<file path="src/rtl/obstacle_scheduler_if.sv">
// Row handshake between the obstacle scheduler and the scroller/renderer.
// The master (scheduler) presents the FIFO head row with row_valid. The slave
// accepts that row by asserting row_ready.
//   row_valid : head entry present
//   row_ready : consumer takes the head entry on this edge
//   row_top/row_mid/row_bot : lane shapes of the head entry (00 = clear)
interface obstacle_scheduler_if;
  logic       row_valid;
  logic       row_ready;
  logic [1:0] row_top;
  logic [1:0] row_mid;
  logic [1:0] row_bot;

  modport master (
    output row_valid, row_top, row_mid, row_bot,
    input  row_ready
  );

  modport slave (
    input  row_valid, row_top, row_mid, row_bot,
    output row_ready
  );
endinterface

</file>
<file path="src/rtl/obstacle_scheduler.sv">
// Obstacle scheduler for the running-man game.
// It counts video frames and fires the shape generator's update strobe at an
// interval set by the difficulty level. It samples the three lane shapes that
// come back and re-rolls any row that blocks every lane. Accepted rows are
// queued in a 4-deep first-word-fall-through FIFO for the renderer.
//   clk, reset_n      : clock, asynchronous active-low reset
//   frame_tick_i      : one-cycle pulse per video frame
//   run_i             : 1 = running, 0 = paused
//   game_over_i       : collision flag; enters sticky HALT
//   rand_val_i        : LFSR state; bits [1:0] jitter the spawn period
//   shape_update_o    : one-cycle strobe to the shape generator
//   top/mid/bot_in_i  : shape generator lane outputs
//   row_if            : FIFO head handshake (master side)
//   level_o           : difficulty level, saturating at 15
//   spawn_count_o     : accepted rows, wrapping at 255
module obstacle_scheduler #(
  parameter int unsigned INIT_PERIOD      = 60,
  parameter int unsigned MIN_PERIOD       = 20,
  parameter int unsigned STEP             = 4,
  parameter int unsigned SPAWNS_PER_LEVEL = 8,
  parameter int unsigned MAX_REROLL       = 3
) (
  input  logic                        clk,
  input  logic                        reset_n,
  input  logic                        frame_tick_i,
  input  logic                        run_i,
  input  logic                        game_over_i,
  input  logic [11:0]                 rand_val_i,
  output logic                        shape_update_o,
  input  logic [1:0]                  top_in_i,
  input  logic [1:0]                  mid_in_i,
  input  logic [1:0]                  bot_in_i,
  obstacle_scheduler_if.master        row_if,
  output logic [3:0]                  level_o,
  output logic [7:0]                  spawn_count_o
);

  localparam int unsigned RW = (MAX_REROLL > 0) ? $clog2(MAX_REROLL + 1) : 1;

  typedef enum logic [2:0] {
    S_IDLE, S_WAIT, S_UPDATE, S_SAMPLE, S_CHECK, S_PUSH, S_HALT
  } state_e;

  state_e          state_q, state_d;
  logic [7:0]      cnt_q, cnt_d;
  logic [RW-1:0]   reroll_q, reroll_d;
  logic [5:0]      hold_q, hold_d;      // {top, mid, bot}
  logic [3:0]      level_q, level_d;
  logic [7:0]      spawn_q, spawn_d;

  logic [5:0]      mem_q [4];
  logic [1:0]      wr_q, rd_q;
  logic [2:0]      occ_q;
  logic            fifo_empty, fifo_full, push, pop;

  logic [7:0]      spawn_inc;
  logic [3:0]      level_push, period_lvl;
  logic signed [8:0] period_s;
  logic [7:0]      period, reload;
  logic            unused_rand;

  always_comb unused_rand = ^rand_val_i[11:2];

  // Level bump is resolved before the reload so the new period applies to the
  // reload made by the same write.
  always_comb begin
    spawn_inc  = spawn_q + 8'd1;
    level_push = level_q;
    if (spawn_inc != '0 && (spawn_inc % 8'(SPAWNS_PER_LEVEL)) == '0 && level_q != 4'hF)
      level_push = level_q + 4'd1;
    period_lvl = (state_q == S_PUSH) ? level_push : level_q;
  end

  // Signed 9-bit difference so a high level cannot wrap below the floor.
  always_comb begin
    period_s = $signed(9'(INIT_PERIOD)) - $signed(9'(period_lvl) * 9'(STEP));
    if (period_s < $signed(9'(MIN_PERIOD)))
      period = 8'(MIN_PERIOD);
    else
      period = period_s[7:0];
    reload = period + {6'd0, rand_val_i[1:0]};
  end

  always_comb begin
    fifo_empty       = (occ_q == 3'd0);
    fifo_full        = (occ_q == 3'd4);
    row_if.row_valid = !fifo_empty && (state_q != S_HALT);
    pop              = row_if.row_valid && row_if.row_ready;
    row_if.row_top   = fifo_empty ? 2'b00 : mem_q[rd_q][5:4];
    row_if.row_mid   = fifo_empty ? 2'b00 : mem_q[rd_q][3:2];
    row_if.row_bot   = fifo_empty ? 2'b00 : mem_q[rd_q][1:0];
  end

  always_comb begin
    state_d  = state_q;
    cnt_d    = cnt_q;
    reroll_d = reroll_q;
    hold_d   = hold_q;
    level_d  = level_q;
    spawn_d  = spawn_q;
    push     = 1'b0;
    if (game_over_i) begin
      state_d = S_HALT;
    end else begin
      unique case (state_q)
        S_IDLE: begin
          if (run_i) begin
            cnt_d   = reload;
            state_d = S_WAIT;
          end
        end
        S_WAIT: begin
          if (run_i && frame_tick_i) begin
            if (cnt_q == 8'd1) state_d = S_UPDATE;
            else               cnt_d   = cnt_q - 8'd1;
          end
        end
        S_UPDATE: state_d = S_SAMPLE;
        S_SAMPLE: begin
          hold_d  = {top_in_i, mid_in_i, bot_in_i};
          state_d = S_CHECK;
        end
        S_CHECK: begin
          if (hold_q[5:4] != '0 && hold_q[3:2] != '0 && hold_q[1:0] != '0) begin
            if (reroll_q < RW'(MAX_REROLL)) begin
              reroll_d = reroll_q + RW'(1);
              state_d  = S_UPDATE;
            end else begin
              hold_d[3:2] = 2'b00;       // open a gap in the middle lane
              state_d     = S_PUSH;
            end
          end else begin
            state_d = S_PUSH;
          end
        end
        S_PUSH: begin
          if (!fifo_full || pop) begin
            push     = 1'b1;
            spawn_d  = spawn_inc;
            level_d  = level_push;
            reroll_d = '0;
            cnt_d    = reload;
            state_d  = S_WAIT;
          end
        end
        S_HALT:  state_d = S_HALT;
        default: state_d = S_IDLE;
      endcase
    end
  end

  always_comb begin
    shape_update_o = (state_q == S_UPDATE);
    level_o        = level_q;
    spawn_count_o  = spawn_q;
  end

  always_ff @(posedge clk or negedge reset_n) begin
    if (!reset_n) begin
      state_q  <= S_IDLE;
      cnt_q    <= '0;
      reroll_q <= '0;
      hold_q   <= '0;
      level_q  <= '0;
      spawn_q  <= '0;
    end else begin
      state_q  <= state_d;
      cnt_q    <= cnt_d;
      reroll_q <= reroll_d;
      hold_q   <= hold_d;
      level_q  <= level_d;
      spawn_q  <= spawn_d;
    end
  end

  always_ff @(posedge clk or negedge reset_n) begin
    if (!reset_n) begin
      for (int unsigned i = 0; i < 4; i++) mem_q[i] <= '0;
      wr_q  <= '0;
      rd_q  <= '0;
      occ_q <= '0;
    end else begin
      if (push) begin
        mem_q[wr_q] <= hold_q;
        wr_q        <= wr_q + 2'd1;
      end
      if (pop) rd_q <= rd_q + 2'd1;
      if (push && !pop)      occ_q <= occ_q + 3'd1;
      else if (pop && !push) occ_q <= occ_q - 3'd1;
    end
  end

endmodule

</file>
<file path="src/flat_wrapper.sv">
// flat-port wrapper written by rule: the top's interface ports become plain ports
module obstacle_scheduler_flat 
#(
  parameter int unsigned INIT_PERIOD      = 60,
  parameter int unsigned MIN_PERIOD       = 20,
  parameter int unsigned STEP             = 4,
  parameter int unsigned SPAWNS_PER_LEVEL = 8,
  parameter int unsigned MAX_REROLL       = 3
)
  (clk, reset_n, frame_tick_i, run_i, game_over_i, rand_val_i, shape_update_o, top_in_i, mid_in_i, bot_in_i, level_o, spawn_count_o, row_if_row_valid, row_if_row_top, row_if_row_mid, row_if_row_bot, row_if_row_ready);
  obstacle_scheduler_if row_if_i ();
  input  logic clk;
  input  logic reset_n;
  input  logic frame_tick_i;
  input  logic run_i;
  input  logic game_over_i;
  input  logic [11:0] rand_val_i;
  output logic shape_update_o;
  input  logic [1:0] top_in_i;
  input  logic [1:0] mid_in_i;
  input  logic [1:0] bot_in_i;
  output logic [3:0] level_o;
  output logic [7:0] spawn_count_o;
  output wire logic [$bits(row_if_i.row_valid)-1:0] row_if_row_valid;
  output wire logic [$bits(row_if_i.row_top)-1:0] row_if_row_top;
  output wire logic [$bits(row_if_i.row_mid)-1:0] row_if_row_mid;
  output wire logic [$bits(row_if_i.row_bot)-1:0] row_if_row_bot;
  input wire logic [$bits(row_if_i.row_ready)-1:0] row_if_row_ready;
  assign row_if_row_valid = row_if_i.row_valid;
  assign row_if_row_top = row_if_i.row_top;
  assign row_if_row_mid = row_if_i.row_mid;
  assign row_if_row_bot = row_if_i.row_bot;
  assign row_if_i.row_ready = row_if_row_ready;
  obstacle_scheduler #(.INIT_PERIOD(INIT_PERIOD), .MIN_PERIOD(MIN_PERIOD), .STEP(STEP), .SPAWNS_PER_LEVEL(SPAWNS_PER_LEVEL), .MAX_REROLL(MAX_REROLL)) u_core (.clk(clk), .reset_n(reset_n), .frame_tick_i(frame_tick_i), .run_i(run_i), .game_over_i(game_over_i), .rand_val_i(rand_val_i), .shape_update_o(shape_update_o), .top_in_i(top_in_i), .mid_in_i(mid_in_i), .bot_in_i(bot_in_i), .row_if(row_if_i), .level_o(level_o), .spawn_count_o(spawn_count_o));
endmodule
</file>
<file path="config.mk">
export PLATFORM = sky130hd
export DESIGN_NAME = obstacle_scheduler_flat
export DESIGN_NICKNAME = d
export VERILOG_FILES = /design/src/rtl/obstacle_scheduler_if.sv /design/src/rtl/obstacle_scheduler.sv /design/src/flat_wrapper.sv
export SDC_FILE = /design/constraint.sdc
export NUM_CORES = 1
export LEC_CHECK = 0
export ABC_AREA = 1
export CAP_MARGIN = 15
export CORE_MARGIN = 10
export CORE_UTILIZATION = 35
export CTS_CLUSTER_DIAMETER = 100
export CTS_CLUSTER_SIZE = 24
export DETAILED_ROUTE_END_ITERATION = 10
export GPL_TIMING_DRIVEN = 1
export SYNTH_ARGS = -nofsm -noshare
export SYNTH_HDL_FRONTEND = slang
export SYNTH_SLANG_ARGS = --single-unit
</file>
<file path="constraint.sdc">
create_clock -name clk -period 3.65 [get_ports clk]
set_clock_uncertainty 0.1 [all_clocks]
set_input_delay 0.365 -clock clk [delete_from_list [all_inputs] [get_ports clk]]
set_output_delay 0.365 -clock clk [all_outputs]
set_load 0.005 [all_outputs]
</file>
* Word level (Yosys, flattened, before mapping)
Cells that the tools add are included.
** Word-level totals
- Bits in registers :: 62
- Input port bits :: 24
- Output and inout bits :: 20
- Word-level logic and storage cells :: 122
** Cells by class
- Add/subtract/negate cells :: 10
- $lt $le $gt $ge :: 5
- Equality and inequality tests :: 21
- Multiplexer cells :: 37
- Bitwise operators :: 3
- Reductions and logical operators :: 32
** Operator list (count)
- 8-bit two-way mux :: 5
- 3-bit two-way mux :: 9
- 24-bit bitwise mux :: 1
- 8-bit one-hot mux with 3 select lines :: 1
- 3-bit one-hot mux with 7 select lines :: 1
- 6-bit two-way mux :: 3
- 2-bit two-way mux :: 8
- 6-bit binary-select mux with 2-bit select :: 1
- 6-bit demux with 2-bit select :: 1
- 3-bit == test, second input constant :: 4
- 2-bit nonzero test :: 6
- 1-bit logical AND :: 10
- 9-bit by 6-bit < comparator with 1-bit output, second input constant :: 1
- 3-bit != test, second input constant :: 3
- 8-bit by 1-bit adder with 8-bit output, second input constant :: 1
- 8-bit by 2-bit adder with 8-bit output :: 1
- 8-bit by 1-bit == test with 1-bit output, second input constant :: 1
- 8-bit logical NOT :: 1
- 4-bit two-way mux :: 2
- 2-bit != test, second input constant :: 4
- 2-bit one-hot mux with 2 select lines :: 2
- 4-bit AND reduction :: 2
- 8-bit nonzero test :: 1
- 8-bit by 1-bit subtractor with 8-bit output, second input constant :: 1
- 24 further kinds :: 38

* Depth between registers and ports, before layout
- Word-level depth :: 12
- Depth in mapped cells :: 18
- Depth with buffers taken out :: 18

* Worst setup path after synthesis
OpenSTA, ideal clock, no wires.
- Kind :: reg-to-reg
- From :: register u_core.state_q[1]
- To :: register u_core.occ_q[2]
- Library setup time :: 0.131 ns
- Arrival time :: 2.364 ns
- Required time :: 3.419 ns
- Path slack :: 1.056 ns
- Cell stages (with the launch flop) :: 17
- Path buffers :: 1
- Period minus slack after synthesis :: 2.594 ns
- Cells stage by stage :: dfrtp_1 inv_2 nor2_2 nand2_1 nand2_1 inv_2 nand2_4 nand3_2 inv_2 nor3_4 buf_2 ha_1 inv_1 fa_1 a21oi_1 o21ai_0 xor2_1
** On the way
- Longest elaborated chain between the ends :: 10
- Elaborated cells on any way between the ends :: 14
- Those cells by class :: eq/ne (2); mux (4); reduce/logical (8)
** RTL lines
- start: declaration :: line obstacle_scheduler.sv:44 : state_e state_q, state_d;
- start signal: assignment :: line obstacle_scheduler.sv:167 : state_q <= state_d;
- 3-bit != test (*) :: line obstacle_scheduler.sv:87 : row_if.row_valid = !fifo_empty && (state_q != S_HALT);
- 1-bit logical AND (*) :: line obstacle_scheduler.sv:87
- via row_if_row_valid :: line flat_wrapper.sv:24 : output wire logic [$bits(row_if_i.row_valid)-1:0] row_if_row_valid;
- 1-bit logical AND (*) :: line obstacle_scheduler.sv:88 : pop = row_if.row_valid && row_if.row_ready;
- 1-bit logical OR (*) :: line obstacle_scheduler.sv:137 : if (!fifo_full || pop) begin
- 1-bit two-way mux (*) :: line obstacle_scheduler.sv:137
- 1-bit two-way mux (*) :: line obstacle_scheduler.sv:105 : unique case (state_q)
- 1-bit two-way mux (*) :: line obstacle_scheduler.sv:102 : if (game_over_i) begin
- via u_core.push :: line obstacle_scheduler.sv:54 : logic fifo_empty, fifo_full, push, pop;
- 1-bit logical NOT :: line obstacle_scheduler.sv:189 : else if (pop && !push) occ_q <= occ_q - 3'd1;
- 1-bit logical AND :: line obstacle_scheduler.sv:189
- 2-bit nonzero test (no line)
- end signal: assignment :: line obstacle_scheduler.sv:188 : if (push && !pop) occ_q <= occ_q + 3'd1;
- end signal: assignment :: line obstacle_scheduler.sv:189
- end: declaration :: line obstacle_scheduler.sv:53 : logic [2:0] occ_q;
Mark *: on every way through the listed nets, which the timed path passes. The rest lies on a longest branch.
A chain may end at the register's enable or synchronous reset.

* Worst setup path after layout
- From :: register u_core.rd_q[0]
- To :: output port row_if_row_mid[1]
** On the way
- Longest elaborated chain between the ends :: 5
** RTL lines
- start: declaration :: line obstacle_scheduler.sv:52 : logic [1:0] wr_q, rd_q;
- start signal: assignment :: line obstacle_scheduler.sv:187 : if (pop) rd_q <= rd_q + 2'd1;
- 2-bit inverter with 3-bit output (not written as such) :: line obstacle_scheduler.sv:90 : row_if.row_mid = fifo_empty ? 2'b00 : mem_q[rd_q][3:2];
- 6-bit binary-select mux with 2-bit select :: line obstacle_scheduler.sv:90
- 6-bit two-way mux (2 in a row)
- 2-bit two-way mux :: line obstacle_scheduler.sv:90
- end: declaration :: line flat_wrapper.sv:26 : output wire logic [$bits(row_if_i.row_mid)-1:0] row_if_row_mid;
Every way passes these cells. The select of a mux whose other input is x is not followed.

==> impl_metrics.toml <==
[status]
status = "completed"

[drt]
drcViolationCount = 0
drtIter0Drc = 147
dr_wl_met3_um = 430
top_layer_used = "met4"
route.vias.total = 2878
wl_met2_um = 3630
dr.pass1.iters = 4
finalWirelength_um = 7590
routed_via_density = 4.73
met1_length_um = 3490
wl_per_cell_um = 12.5
ant_nets = 0

[floorplanning]
rows = 35
core-area_um2 = 9370
die_h_um = 119
dieArea_um2 = 14100
io_pins = 44
initial_core_util_pct = 36.4
chipWidth_um = 119

[power]
vdd_drop_max_v = 0.000367
pwr_density_cell_nw_per_um2 = 748
p_leak_nw = 1.93

[logic_synthesis]
synth-seq-cells = 62
yosys_warnings = 0
synth_edf_count = 0
syn_nets = 472
postSynthAreaPerCell_um2 = 7.83
synthFlopType = "dfrtp_1"
async_reset_ff_share_pct = 100
ys_types = 35
syn-cell-area_um2 = 3410
synth_cells = 436
synth_seq_area_share_pct = 45.5

[cells_and_area]
drive_gt1_share_pct = 10.6
nets = 511
diodes = 0
fill_cells = 967
area.growth.synth_to_final_pct = 19.8
stdcell_area_um2 = 4090
fin_cells = 609

[setup_path]
crit_slowest_cell = "dfrtp_1"
arrival_ns = 2.23
crit_chain = "inv_1, o21ai_0, a21oi_1, clkdlybuf4s50_1"
cp.required_ns = 3.18
max_stage_delay_ns = 0.55
end_kind = "primary output"
cp_max_fo = 14
start_kind = "flip-flop"
critical_path.top_delay_family = "buffers and inverters"
critPathBufInv = 2
crit_type = "reg -> out"

[clock_tree]
clkSinkCount = 62
clockBufferDepth = 2
cts_root_buffer = "clkbuf_8"
post_cts_buffers = 0
worstSkewPairLatency_ns = 0.33
clk_pin_slew_ns = 0.07
cts_tree = "built"
cts_buffers = 9
cts_max_level = 3

[sta]
slew_headroom_pct = 67.5
hold_viol_final = 0
rsz0062_at_grt = "false"
worst_pin_slew_ns = 0.484
post-route-period-util_pct = 73.8
final_max_slew_viol_count = 0
setup_viol = 0
tns_ns = 0
max_freq_ghz = 0.371
hold_ws_ns = 0.388
fin_crit_ns = 2.69

[grt]
antenna_found_initial = 0
grt_pass1_vias = 2835
grt_pass1_wl_um = 13100
grt_usage_pct = 11.1
grt_max_degree = 50
overflow = 0

[place]
portBuffers = 33
placed_cell_area_um2 = 3870
place_inst = 591
place_hpwl_um = 5450
place.gp.congestion = 0.817

[hold_path]
hp-class = "reg -> reg"

[job]
cap_violations = 0
## cell usage after synthesis, types with 3 or more instances
master / n / share of area (%)
inv_2: 6 / 0.66
a21oi_1: 21 / 3.1
clkbuf_1: 3 / 0.33
nor3_1: 4 / 0.59
o21ai_1: 28 / 4.1
nand2_2: 10 / 1.8
inv_1: 42 / 4.6
xor2_1: 6 / 1.5
buf_2: 5 / 0.73
nand4_1: 7 / 1.3
nand3_1: 19 / 2.8
o21ai_0: 35 / 5.1
dfrtp_1: 62 / 45
nor2_2: 3 / 0.55
nor2_1: 50 / 5.5
nor2_4: 3 / 0.99
ha_1: 11 / 4.0
nand2_1: 99 / 11
## per-layer routing
metal | vias to the layer above | global-route usage (%)
met5 | - | 0
met4 | 0 | 2.98
met3 | 4 | 4.66
met2 | 48 | 18.1
met1 | 1329 | 13.2
li1 | 1497 | -
## tightest hold or removal path, stage by stage (launching register included)
cell	delay [ns]
dfrtp_1	0.34
nand2_1	0.05
o21ai_1	0.06
## report_power, final
part	total (mW)	internal (mW)	switching, mW	leakage, nW
clock	0.590	0.314	0.276	0.0964
combinational	1.29	0.598	0.694	1.07
sequential	1.18	0.928	0.251	0.770
total	3.06	1.84	1.22	1.93
## path summary, 6_finish.rpt
kind                                   start                end  slack (ns)  cells past startpoint
setup / recovery              u_core.rd_q[0]  row_if_row_mid[1]        0.96                      4
hold / removal               u_core.mem_q[3]    u_core.mem_q[3]        0.39                      2
setup reg to reg           u_core.state_q[1]    u_core.occ_q[2]        1.28                     15
hold reg to reg              u_core.mem_q[3]    u_core.mem_q[3]        0.39                      2
max in group asynchronous            reset_n  u_core.level_o[0]        2.46                      3
min in group asynchronous            reset_n   u_core.mem_q[17]        0.41                      2
## cells in the final DEF (no fill, tap or decap), drive strengths merged, types with 5 or more instances in the layout
cell           count
nand4              7
a21oi             23
nand2            111
inv               49
clkdlybuf4s50     32
xor2               6
o21ai             64
clkbuf            10
nor2              56
nand3             21
nor3               5
ha                11
dfrtp             62
## cell families after synthesis
| family | share of synthesized area (%) |
|---|---|
| compound gates | 14.6 |
| xor+xnor | 2.05 |
| fa+ha+maj | 4.62 |
| buf+inv | 6.67 |
| flops | 45.5 |
| mux | 0.330 |
| simple gates | 26.3 |
## flip-flops by register name (all words and copies together) (netlist names)
| signal | count |
|---|---|
| u_core.mem_q | 24 |
| u_core.state_q | 3 |
| u_core.wr_q | 2 |
| u_core.occ_q | 3 |
| u_core.spawn_count_o | 8 |
| u_core.hold_q | 6 |
| u_core.rd_q | 2 |
| u_core.level_o | 4 |
| u_core.cnt_q | 8 |
| u_core.reroll_q | 2 |
## repair_timing
action	CTS	global route
hold buffers	0	1
endpoints found under the hold margin	0	17
gates resized for setup	0	0
## final cells by class
class / instances / area (um2) / share of cell area [%]
tap: 129 / 161 / 3.95
timing repair buffer: 37 / 370 / 9.05
sequential: 62 / 1550 / 37.9
clock inverter: 6 / 61.3 / 1.50
inverter: 49 / 184 / 4.50
multi-input combinational: 316 / 1630 / 40.0
clock buffer: 10 / 128 / 3.12
## metrics by stage
stage | power (mW) | setup WS [ns] | utilization, %
2_1_floorplan | 1.98 | 1.06 | -
3_3_place_gp | 2.47 | 1.13 | 41.3
3_5_place_dp | 2.49 | 1.12 | 41.3
4_1_cts | 3.10 | 0.948 | 43.3
5_1_grt | 3.35 | 0.772 | 43.6
6_report | 3.06 | 0.958 | 43.6
No activity file was read; power rests on OpenSTA's default activity.
